$ cat src/rtl/ines_loader.sv
// iNES image loader: parses the 16-byte header, skips an optional trainer, and
// streams PRG then CHR payload bytes into memory as one registered write per byte.
module ines_loader #(
   parameter logic [21:0] PRG_BASE = 22'h000000,
   parameter logic [21:0] CHR_BASE = 22'h200000
) (
   input  logic        clk,
   input  logic        reset,
   input  logic [7:0]  indata,
   input  logic        indata_clk,
   output logic [21:0] mem_addr,
   output logic [7:0]  mem_data,
   output logic        mem_write,
   output logic [7:0]  mapper,
   output logic        mirroring,
   output logic [7:0]  prg_units,
   output logic [7:0]  chr_units,
   output logic        chr_ram,
   output logic        done,
   output logic        error
);

   typedef enum logic [2:0] {HEADER, TRAINER, PRG, CHR, DONE, ERROR} state_t;

   state_t      state;
   logic [3:0]  hdr_cnt;
   logic [21:0] byte_cnt;
   logic        has_trainer;
   logic [7:0]  magic_byte;
   logic [21:0] prg_last;
   logic [21:0] chr_last;

   // prg_units is limited to 128 before PRG is entered, so 128*16K fits in 22 bits.
   assign prg_last = {prg_units, 14'd0} - 22'd1;
   assign chr_last = {1'b0, chr_units, 13'd0} - 22'd1;

   always_comb begin
      magic_byte = 8'h4E;
      case (hdr_cnt[1:0])
         2'd0:    magic_byte = 8'h4E;
         2'd1:    magic_byte = 8'h45;
         2'd2:    magic_byte = 8'h53;
         default: magic_byte = 8'h1A;
      endcase
   end

   always_ff @(posedge clk or posedge reset) begin
      if (reset) begin
         state       <= HEADER;
         hdr_cnt     <= 4'd0;
         byte_cnt    <= 22'd0;
         has_trainer <= 1'b0;
         mem_addr    <= 22'd0;
         mem_data    <= 8'd0;
         mem_write   <= 1'b0;
         mapper      <= 8'd0;
         mirroring   <= 1'b0;
         prg_units   <= 8'd0;
         chr_units   <= 8'd0;
         chr_ram     <= 1'b0;
         done        <= 1'b0;
         error       <= 1'b0;
      end else begin
         mem_write <= 1'b0;
         if (indata_clk) begin
            case (state)
               HEADER: begin
                  hdr_cnt <= hdr_cnt + 4'd1;
                  case (hdr_cnt)
                     4'd4: prg_units <= indata;
                     4'd5: begin
                        chr_units <= indata;
                        chr_ram   <= (indata == 8'd0);
                     end
                     4'd6: begin
                        mapper[3:0] <= indata[7:4];
                        mirroring   <= indata[0];
                        has_trainer <= indata[2];
                     end
                     4'd7: mapper[7:4] <= indata[7:4];
                     default: ;
                  endcase
                  if (hdr_cnt < 4'd4 && indata != magic_byte) begin
                     state <= ERROR;
                     error <= 1'b1;
                  end else if (hdr_cnt == 4'd15) begin
                     if (prg_units == 8'd0 || prg_units > 8'd128) begin
                        state <= ERROR;
                        error <= 1'b1;
                     end else if (has_trainer) begin
                        state <= TRAINER;
                     end else begin
                        state <= PRG;
                     end
                  end
               end
               TRAINER: begin
                  if (byte_cnt == 22'd511) begin
                     byte_cnt <= 22'd0;
                     state    <= PRG;
                  end else begin
                     byte_cnt <= byte_cnt + 22'd1;
                  end
               end
               PRG: begin
                  mem_write <= 1'b1;
                  mem_addr  <= PRG_BASE + byte_cnt;
                  mem_data  <= indata;
                  if (byte_cnt == prg_last) begin
                     byte_cnt <= 22'd0;
                     if (chr_units == 8'd0) begin
                        state <= DONE;
                        done  <= 1'b1;
                     end else begin
                        state <= CHR;
                     end
                  end else begin
                     byte_cnt <= byte_cnt + 22'd1;
                  end
               end
               CHR: begin
                  mem_write <= 1'b1;
                  mem_addr  <= CHR_BASE + byte_cnt;
                  mem_data  <= indata;
                  if (byte_cnt == chr_last) begin
                     byte_cnt <= 22'd0;
                     state    <= DONE;
                     done     <= 1'b1;
                  end else begin
                     byte_cnt <= byte_cnt + 22'd1;
                  end
               end
               default: ;  // DONE and ERROR swallow bytes until reset
            endcase
         end
      end
   end

endmodule

$ cat config.mk
export PLATFORM = sky130hd
export DESIGN_NAME = ines_loader
export DESIGN_NICKNAME = d
export VERILOG_FILES = /design/src/rtl/ines_loader.sv
export SDC_FILE = /design/constraint.sdc
export NUM_CORES = 1
export LEC_CHECK = 0
export CORE_MARGIN = 1.5
export CORE_UTILIZATION = 45
export DETAILED_ROUTE_END_ITERATION = 6
export DONT_BUFFER_PORTS = 1
export GPL_TIMING_DRIVEN = 0
export PLACE_DENSITY = 0.6
export SETUP_SLACK_MARGIN = 0.02
export SLEW_MARGIN = 25
export SYNTH_ARGS = -nofsm -noshare
export SYNTH_HDL_FRONTEND = slang
export SYNTH_SLANG_ARGS = --single-unit
$ cat constraint.sdc
create_clock -name clk -period 2.8 [get_ports clk]
set_input_delay 0.14 -clock clk [delete_from_list [all_inputs] [get_ports clk]]
set_output_delay 0.14 -clock clk [all_outputs]
set_load 0.02 [all_outputs]
-- After elaboration in Yosys (flattened, before gate mapping)
Index checks and enable logic that the tools add are counted.
- add/subtract/negate cells: 5
- multipliers: 0
- div/mod/pow operators: 0
- magnitude comparators: 2
- eq/ne operators: 19
- shifts and indexed selects: 0
- multiplexer cells: 24
- bitwise operators: 0
- reductions and logical operators: 24
- operator list (kind ; count):
    $mux W22 ; 3
    $pmux W22 S3 ; 1
    $eq A22 B22 Y1 ; 2
    $pmux W22 S2 ; 1
    $logic_not A8 Y1 ; 3
    $add A22 B1 Y22 const B ; 1
    $add A22 B22 Y22 const A ; 1
    $eq A22 B9 Y1 const B ; 1
    $sub A21 B1 Y22 const B ; 1
    $sub A22 B1 Y22 const B ; 1
    $mux W3 ; 7
    $pmux W7 S3 ; 1
    $eq A4 B3 Y1 const B ; 4
    $pmux W3 S4 ; 1
    $reduce_and A3 Y1 ; 4
    $gt A8 B8 Y1 const B ; 1
    $mux W1 ; 8
    $ne A2 B2 Y1 const B ; 4
    $ne A8 B8 Y1 ; 1
    $reduce_and A2 Y1 ; 4
    $eq A3 B2 Y1 const B ; 2
    $reduce_and A6 Y1 ; 1
    $reduce_bool A2 Y1 ; 3
    $reduce_and A5 Y1 ; 1
    other kinds (17) ; 17
- register bits after elaboration: 89
- latch bits: 0
- RAM bits: 0
- memory bits (read-only): 0
- input bits: 11
- output and inout port bits: 59
- logic and storage cells: 89
- memories kept: 0

-- Logic depth before layout (Yosys ltp)
- word-level depth: 6
- depth in mapped cells: 10
- gate-level depth less buffers: 9

-- Least setup slack after synthesis
Ideal clock, no wire load.
- path kind: flip-flop to flip-flop
- from: register prg_units[0]
- to: register state[1]
- setup time: 0.095 ns
- arrival: 2.354 ns
- data required time: 2.705 ns
- path slack: 0.350 ns
- stages on the path, launching flop included: 10
- period minus slack after synthesis: 2.450 ns
- cell sequence: dfrtp_1 > inv_1 > ha_1 > o21ba_2 > a221oi_1 > a41oi_1 > a211oi_2 > a211oi_1 > or3_1 > o31ai_1
- word-level cells in the longest chain between the ends: 6
- elaborated cells on any way between the ends: 11
- ends and longest elaborated chain (what ; line ; text):
    from (decl) ; 16 ; output logic [7:0] prg_units,
    from (signal assigned) ; 70 ; 4'd4: prg_units <= indata;
    parallel branches: the longest is 6 deep, another holds $sub A22 B1 Y22 ; -- ;
    to (signal assigned) ; 84 ; state <= ERROR;
    to (signal assigned) ; 88 ; state <= ERROR;
    to (signal assigned) ; 91 ; state <= TRAINER;
    to (decl) ; 25 ; state_t state;
Several ways; the timed one is not identified. The select of a mux whose other input is x is not followed.
A chain may end at the register's enable or synchronous reset.

-- Worst setup path after layout
Ends and elaborated chain as after synthesis.

==> impl_results.md <==
- Critical Path Max Stage Delay: 0.52 ns
- Clk_lat worst skew: 0.37 ns
- Slowest stage cell, crit path: dfrtp_2
- Avg Inst Size Synth: ~10 um2
- Top-level I/O count: 70
- Largest net degree at the start of global routing: 52
- Post-Route WL: ~12000 um
- Async SR Flop Fraction: 1.00
- Final Skew: 0.0191 ns
- Tot Pwr: between 5000 and 6000 uW
- Reg2Reg Launch Point: prg_units[0]$_DFFE_PP0P_
- Crit path max fanout: 6
- Number of flops mapped to enable cells by yosys: 0
- Sink Count: 89
- Mapped Nets: 497
- Total CTS buffers: 9
- Max Clock Freq: around 380 MHz
- Die Span Y: approximately 110 um
- Die area: about 11000 um2
- Power Density: just over 1000 nW/um2
- Setup TNS Final: 0 ns
- Postcts setup bufs: 0
- Layout cell share with drive strength beyond 1: 0.190
- Commonest cells in the netlist: dfrtp_1, nand2_1, mux2_2, o21ai_0, xnor2_1
- Vias in the first global route: approximately 3700
- Gpl congestion: 0.843
- WL per Instance: 19.1 um
- Worst Path Arrival: between 2 and 3 ns
- Initial antenna violation count: 0
- Antenna viol nets, final: 0
- Total Routing Usage GR: 0.226
- Top post-synthesis cells by area: dfrtp_1, mux2_2, xnor2_1
- First-pass GRT wire length: about 20000 um
- Hold Crit Class: in2reg
- Crit. End Element: flop
- Worst Setup SP: prg_units[0]$_DFFE_PP0P_
- Initial DRC Count: a little under 300
- Std cell rows: 37
- Maximum Capacitance Violations: 0
- Yosys cell types: 66
- Post-Synthesis Cells: 478
- DRC: 0
- TritonCTS clock tree: done
- Final hold viol count: 0
- Clk root buf: clkbuf_8
- Slew Limit Fails: 0
- WP data required: between 3 and 4 ns
- Syn-to-layout area delta: 11.1%
- Seq/Total Area, Yosys: 0.457
- Hold Path Origin: indata[6]
- Worst slew pin tran: roughly 0.87 ns
- Layout Cells excl Fill: 640
- PortBufs: 0
- DPL Wire Length: about 8600 um
- Drt first pass iters: 5
- Period minus WS final: ~2.6 ns
- Starting Density: 0.468
- Ant diodes: 0
- Hold slack: about 0.094 ns
- Core area: ~10000 um2
- Fill cell count: 958
- Tcrit/Tclk final: 0.935
- DP Area: between 5000 and 6000 um2
- Leak pwr: approximately 0.0023 uW
- Yosys top cell by area: dfrtp_1
- CP Launch Type: flop
- Main synth FF type: dfrtp_1
- Synth Cell Area: between 4000 and 5000 um2
- Die width: 107 um
- Syn. warnings: 0
- Worst vdd ir: roughly 0.46 mV
- Max H-tree Level: 3
- FF+latch count, synth: slightly below 90
- Relative slew margins: 0.414
- Setup repair after global routing missed its margin: no
- Max Buffers Root-to-Sink: 2
- Final Setup Violations: 0
- Most frequent cell after synthesis: dfrtp_1
- Post-route cell area: 5410 um2
- # nets final: a little over 500
- Placed insts: between 600 and 700
- Total gr overflow: 0
- Avg Vias per Cell: just under 6
- Critical-path cell list: inv_1 > ha_1 > o21ba_2 > a221oi_1 > a41oi_1 > a211oi_2 > a211oi_1 > or3_1 > o31ai_1
- Via count: 3773
- Synth top area share: 0.457
- Clock slew at reported path FFs: around 0.11 ns
- Critical Setup Path Class: reg2reg
- Status: completed
==> cell type report <==
class,count,area [um2],share of cell area
Tap cell,136,170,0.0314
Clock inverter,7,81.3,0.0150
Clock buffer,9,124,0.0229
Buffer,25,136,0.0252
Timing Repair Buffer,10,118,0.0217
Multi-Input combinational cell,349,2490,0.460
Sequential cell,89,2230,0.412
Inverter,15,61.3,0.0113
==> path summary, 6_finish.rpt <==
kind	endpoint	slack, ns	cells past startpoint
worst max-delay path	state[1]$_DFFE_PP0P_	0.18	9
worst min-delay path	mem_data[6]$_DFFE_PP0P_	0.09	2
worst max register to register	state[1]$_DFFE_PP0P_	0.18	9
worst min register to register	hdr_cnt[3]$_DFFE_PP0P_	0.55	1
max in group asynchronous	error$_DFFE_PP0P_	1.97	3
min in group asynchronous	mapper[0]$_DFFE_PP0P_	0.24	2
==> critical path, delay by kind of cell, from the launching register on <==
family / cells / cell delay, ns
AO/OA/AOI/OAI: 6 / 1.19
buffers and inverters: 1 / 0.12
flip-flops: 1 / 0.52
AND/OR/NAND/NOR: 1 / 0.41
adder cells (fa/ha/maj): 1 / 0.28
==> logic make-up after synthesis <==
family	after synthesis	share of synthesized area
simple gates	158	0.170
compound gates	98	0.135
flops	89	0.457
mux	48	0.110
buf+inv	40	0.0391
xor+xnor	37	0.0681
fa+ha+maj	8	0.0206
==> flip-flops by register name, summed over array words and instances (netlist names) <==
register     flops
byte_cnt        22
chr_ram          1
chr_units        8
done             1
error            1
has_trainer      1
hdr_cnt          4
mapper           8
mem_addr        22
mem_data         8
mem_write        1
mirroring        1
prg_units        8
state            3
==> routing by layer <==
layer	wire length [um]	track usage	up-vias
met3	695	0.0584	18
met5	0	0	-
li1	-	-	1763
met1	5530	0.301	1891
met4	207	0.0771	0
met2	5760	0.356	101
==> placed cells by master, fill, tap and decap left out, types with 6 or more instances in the layout <==
master / count
a21oi_1: 16
clkbuf_1: 14
clkbuf_8: 11
dfrtp_1: 87
dlygate4sd3_1: 9
ha_1: 8
inv_1: 14
mux2_2: 46
nand2_1: 53
nand3_1: 11
nand4_1: 8
nor2_1: 24
nor3_1: 15
nor4_1: 7
o211ai_1: 6
o21ai_0: 32
o31ai_1: 9
or3_1: 7
xnor2_1: 28
xor2_1: 8
==> power breakdown <==
part           leakage [uW]  switching (uW)  internal (uW)
combinational       0.00103            1250            995
clock              0.000103             550            355
sequential          0.00116             746           1680
total               0.00230            2550           3030
==> metrics by stage <==
stage	util	setup slack [ns]
after floorplan	-	0.350
after detailed placement	0.487	-0.145
after global routing	0.520	0.0144
after global placement	0.484	-0.650
after CTS	0.516	0.0262
final	0.520	0.183
==> timing repair <==
| action | in CTS | in global routing |
|---|---|---|
| gates resized for setup | 2 | 9 |
| endpoints found under the hold margin | 103 | 0 |
| hold buffers | 9 | 0 |
| pin swaps | 0 | 1 |
| endpoints found under the setup margin | 16 | 43 |
Power figures use the tool's default switching activity.
